`config.mk`:
```
export PLATFORM = sky130hd
export DESIGN_NAME = mux_lut_cell
export DESIGN_NICKNAME = d
export VERILOG_FILES = /design/src/rtl/mux_lut_cell.sv
export SDC_FILE = /design/constraint.sdc
export NUM_CORES = 1
export LEC_CHECK = 0
export BUFFER_PORTS_ARGS = -buffer_cell sky130_fd_sc_hd__buf_2
export CAP_MARGIN = 10
export CELL_PAD_IN_SITES_DETAIL_PLACEMENT = 0
export CELL_PAD_IN_SITES_GLOBAL_PLACEMENT = 2
export CORE_ASPECT_RATIO = 0.8
export CORE_MARGIN = 8
export CORE_UTILIZATION = 32
export DETAILED_ROUTE_END_ITERATION = 6
export GPL_ROUTABILITY_DRIVEN = 0
export MAX_ROUTING_LAYER = met4
export PLACE_DENSITY_LB_ADDON = 0.08
export SLEW_MARGIN = 5
export SYNTH_ARGS = -nofsm -noshare
export SYNTH_HDL_FRONTEND = slang
export SYNTH_SLANG_ARGS = --single-unit
```
`constraint.sdc`:
```
create_clock -name clk -period 2.25 [get_ports clk]
set_input_delay 0.3375 -clock clk [delete_from_list [all_inputs] [get_ports clk]]
set_output_delay 0.3375 -clock clk [all_outputs]
set_load 0.005 [all_outputs]
```
`src/rtl/mux_lut_cell.sv`:
```
// K-input LUT cell: 2:1 mux tree over a serially loaded, atomically committed table.
// Optional table readback port: define MUX_LUT_READBACK_EN.
module mux_lut_cell #(
    parameter int K = 2,
    parameter logic [2**K-1:0] INIT = {{(2**K-1){1'b0}}, 1'b1} << (2**K-1)
) (
    input  logic         clk,
    input  logic         rst_n,
    input  logic         in_valid,
    input  logic [K-1:0] in_sel,
    output logic         out_valid,
    output logic         y,
    input  logic         cfg_valid,
    output logic         cfg_ready,
    input  logic         cfg_bit,
    input  logic         cfg_abort,
`ifdef MUX_LUT_READBACK_EN
    output logic [2**K-1:0] table_q,
`endif
    output logic         cfg_done
);

    localparam int N  = 2**K;
    localparam int CW = K + 1;

    typedef enum logic [1:0] {
        S_IDLE,
        S_LOAD,
        S_COMMIT
    } state_t;

    state_t        r_state;
    state_t        w_next;
    logic [N-1:0]  r_table;
    logic [N-1:0]  r_shadow;
    logic [CW-1:0] r_cnt;
    logic          r_y;
    logic          r_ov;
    logic          r_done;
    logic          w_accept;
    logic          w_cnt_clr;
    logic          w_commit;
    logic          w_bit;

    logic [K:0][N-1:0] w_lvl;

    assign w_lvl[0] = r_table;

    // Level l+1 keeps N>>(l+1) live entries; upper bits are tied off.
    for (genvar l = 0; l < K; l++) begin : g_lvl
        for (genvar j = 0; j < N; j++) begin : g_bit
            if (j < (N >> (l + 1))) begin : g_mux
                assign w_lvl[l+1][j] = in_sel[l] ? w_lvl[l][2*j+1]
                                                 : w_lvl[l][2*j];
            end else begin : g_tie
                assign w_lvl[l+1][j] = 1'b0;
            end
        end
    end

    assign w_bit = w_lvl[K][0];

    always_comb begin
        w_next    = r_state;
        w_accept  = 1'b0;
        w_cnt_clr = 1'b0;
        w_commit  = 1'b0;
        cfg_ready = 1'b1;
        unique case (r_state)
            S_IDLE, S_LOAD: begin
                if (cfg_abort) begin
                    w_next    = S_IDLE;
                    w_cnt_clr = 1'b1;
                end else if (cfg_valid) begin
                    w_accept = 1'b1;
                    if (r_cnt == CW'(N - 1)) begin
                        w_next = S_COMMIT;
                    end else begin
                        w_next = S_LOAD;
                    end
                end
            end
            S_COMMIT: begin
                cfg_ready = 1'b0;
                w_commit  = 1'b1;
                w_cnt_clr = 1'b1;
                w_next    = S_IDLE;
            end
            default: begin
                w_next    = S_IDLE;
                w_cnt_clr = 1'b1;
            end
        endcase
    end

    always_ff @(posedge clk or negedge rst_n) begin
        if (!rst_n) begin
            r_state  <= S_IDLE;
            r_table  <= INIT;
            r_shadow <= '0;
            r_cnt    <= '0;
            r_done   <= 1'b0;
        end else begin
            r_state <= w_next;
            r_done  <= w_commit;
            if (w_accept) begin
                r_shadow[r_cnt[K-1:0]] <= cfg_bit;
                r_cnt <= r_cnt + 1'b1;
            end else if (w_cnt_clr) begin
                r_cnt <= '0;
            end
            if (w_commit) begin
                r_table <= r_shadow;
            end
        end
    end

    always_ff @(posedge clk or negedge rst_n) begin
        if (!rst_n) begin
            r_ov <= 1'b0;
            r_y  <= 1'b0;
        end else begin
            r_ov <= in_valid;
            if (in_valid) begin
                r_y <= w_bit;
            end
        end
    end

    assign out_valid = r_ov;
    assign y         = r_y;
    assign cfg_done  = r_done;
`ifdef MUX_LUT_READBACK_EN
    assign table_q   = r_table;
`endif

endmodule

```
==> results.md <==
* Status: finished, final reports clean
* Yosys reg bits at 16
* Syn Area/Cell at 13.3 µm²
* Ys async rst share at 100%
* Highest routed layer: met4
* Cts bufs inserted at 3
* Critical Path Source Type: register
* Worst-Skew Late Latency at 280 ps
* Buffer count from post-CTS setup fixing at 0
* Post-Syn Area at 747 µm²
* Critical Path Fanout Max at 6
* DRC Markers at 0
* RSZ-0062 raised after global routing: false
* DIE WIDTH at 70.0 µm
* CTS tree: yes
* Clock Tree Buf Depth at 2
* P per Cell Area at 688 nW/µm²
* DRT met1 WL at 682 µm
* Chip height at 59.2 µm
* Worst slew margin at 75.5%
* Area Overhead vs Synth at 13.4%
* Setup crit end kind: primary output
* Area after DPL at 811 µm²
* Vias in the first global route at 485
* Largest net degree at the start of global routing at 17
* Placed cell count at 90
* Pwr Total at 582 µW
* GRT Util Overall at 7.41%
* CTS sink cnt at 16
* Crit path from: r_state[1]
* Layout cells sized above 1 at 31.4%
* Final setup fails at 0
* End of the critical path: cfg_ready
* I/O Buffers at 11
* Diode count at 0
* Via Count at 456
* Ys flop type: dfrtp_1
* Final max-slew violation count at 0
* Metal2 WL at 482 µm
* R2R depth at 3
* Hold Worst Slack at 192 ps
* Hpwl dp at 989 µm
* Clock root cell: clkbuf_4
* Post_cts resized at 0
* Pre-antenna DRT Iters at 4
* MaxCap Viol Count at 0
* Fin cells at 95
* Routed WL at 1.29 mm
* Crit Path Category: reg2out
* Register area share after synthesis at 53.8%
* Final hold vios at 0
* Yosys cell types at 19
* Clock Power Share at 26.9%
* # hold bufs at CTS at 1
* Core Footprint at 2180 µm²
* Most common cell in the netlist: dfrtp_1
* Net Count, Synth at 69
* Power share of the combinational group at 13.7%
* Reg-to-reg endpoint: r_cnt[2]
* Leading area contributor after synthesis: dfrtp_1
* Hold/Removal Path Class: in2reg
* Detailed router's first-iteration violation count at 19
* Achievable frequency at 619 MHz
* Setup_tns at 0 ps
* Synth top cells by count: dfrtp_1 (15), ha_1 (5), mux2_1 (5), nand3_1 (5)
* Worst r2r src: r_cnt[0]
* Number of vias per cell at 4.80
* Clk slew on worst S/H paths at 80 ps
* Final Cell Area at 847 µm²
* Fin crit period at 1610 ps
* Antenna violations before repair at 0
* Flop2flop setup slack at 840 ps
* Standard-cell rows at 15
* Initial Util at 34.3%
* Pint at 438 µW
* Worst IR Drop VDD at 0.537 mV
* Worst Path Required at 1910 ps
* Sw Ratio at 24.8%
* Fill cells at 233
* Post-Syn Instances at 56
* Drt wl/cell at 13.6 µm
* Top post-synthesis cells by area: dfrtp_1 (50%), ha_1 (8.4%), mux2_4 (8.0%), mux2_1 (7.5%), dfstp_2 (3.5%)
* Total grt overflow at 0
* Met3 routed WL at 118 µm
* Worst Max-Slew Pin Slew at 368 ps
* Post-synth EDFFs at 0
* P_leak at 0.414 nW
* Htree depth at 1
* Skew final at 7.77 ps
* Fin crit share at 71.8%
* Area of the die at 4150 µm²
* Switching pwr at 144 µW
* Syn. warnings at 0
* CP Data Arrival Time at 1280 ps
* Hold path startpoint: in_valid
* Num ports at 12
* Antenna Nets Post-Route at 0
* First-pass GRT wire length at 2.36 mm
* Nets at 84
* Flop pwr share at 59.3%
* Synth top area share at 50.3%
-- layer usage --
metal | global-route usage [%] | vias to the layer above
li1 | - | 222
met1 | 9.06 | 214
met2 | 9.75 | 18
met3 | 4.86 | 2
met4 | 1.71 | 0
met5 | - | -
-- cell usage in the layout, fill, tap and decap left out, types with 3 or more instances in the layout --
master / netlist / layout
clkbuf_4: 0 / 3
nand3_1: 5 / 5
inv_1: 4 / 4
mux2_4: 4 / 4
mux2_1: 5 / 5
ha_1: 5 / 5
dfrtp_1: 15 / 15
buf_2: 0 / 11
-- how the worst min path moves through the flow --
stage	endpoint	cells past startpoint	slack, ps
global route	out_valid	1	180
floorplan	cfg_done	0	40
global placement	out_valid	1	270
CTS	out_valid	1	180
detailed placement	cfg_done	1	270
finish	out_valid	1	190
-- cell families after synthesis --
family / Yosys count / synth area share [%]
muxes: 11 / 18.3
adders and majority gates: 5 / 8.38
AOI/OAI and AO/OA: 3 / 3.85
buffers and inverters: 7 / 5.53
DFF: 16 / 53.8
xor gates and xnor gates: 1 / 1.17
and+or+nand+nor: 13 / 9.05
-- area by class of cell --
class | instances | area (µm²) | area share, %
clock buffer | 4 | 26.3 | 3.10
inverter | 5 | 18.8 | 2.22
multi-input combinational | 33 | 304 | 35.9
sequential | 16 | 402 | 47.4
tap | 25 | 31.3 | 3.69
timing repair buffer | 12 | 65.1 | 7.68
-- power groups by stage --
stage          Clock (mW)  Combinational [mW]  Sequential [mW]
6_report            0.157              0.0800            0.346
5_1_grt             0.178              0.0923            0.351
4_1_cts             0.166              0.0816            0.347
3_5_place_dp            0              0.0794            0.353
3_3_place_gp            0              0.0795            0.352
2_1_floorplan           0              0.0548            0.347
-- through the flow --
stage | setup WS (ps) | utilization (%)
6_report | 635 | 38.9
5_1_grt | 517 | 38.9
4_1_cts | 604 | 38.9
3_5_place_dp | 841 | 37.2
3_3_place_gp | 871 | 37.2
2_1_floorplan | 910 | -
-- sequential cells by signal, indices dropped and copies added (netlist names) --
name       count
r_shadow       4
out_valid      1
r_state        2
r_cnt          3
r_table        4
cfg_done       1
y              1
-- critical path, stage by stage (launching register included) --
cell	delay [ps]
dfrtp_1	470
and2b_1	370
inv_2	40
buf_2	130
Power figures use the tool's default switching activity.
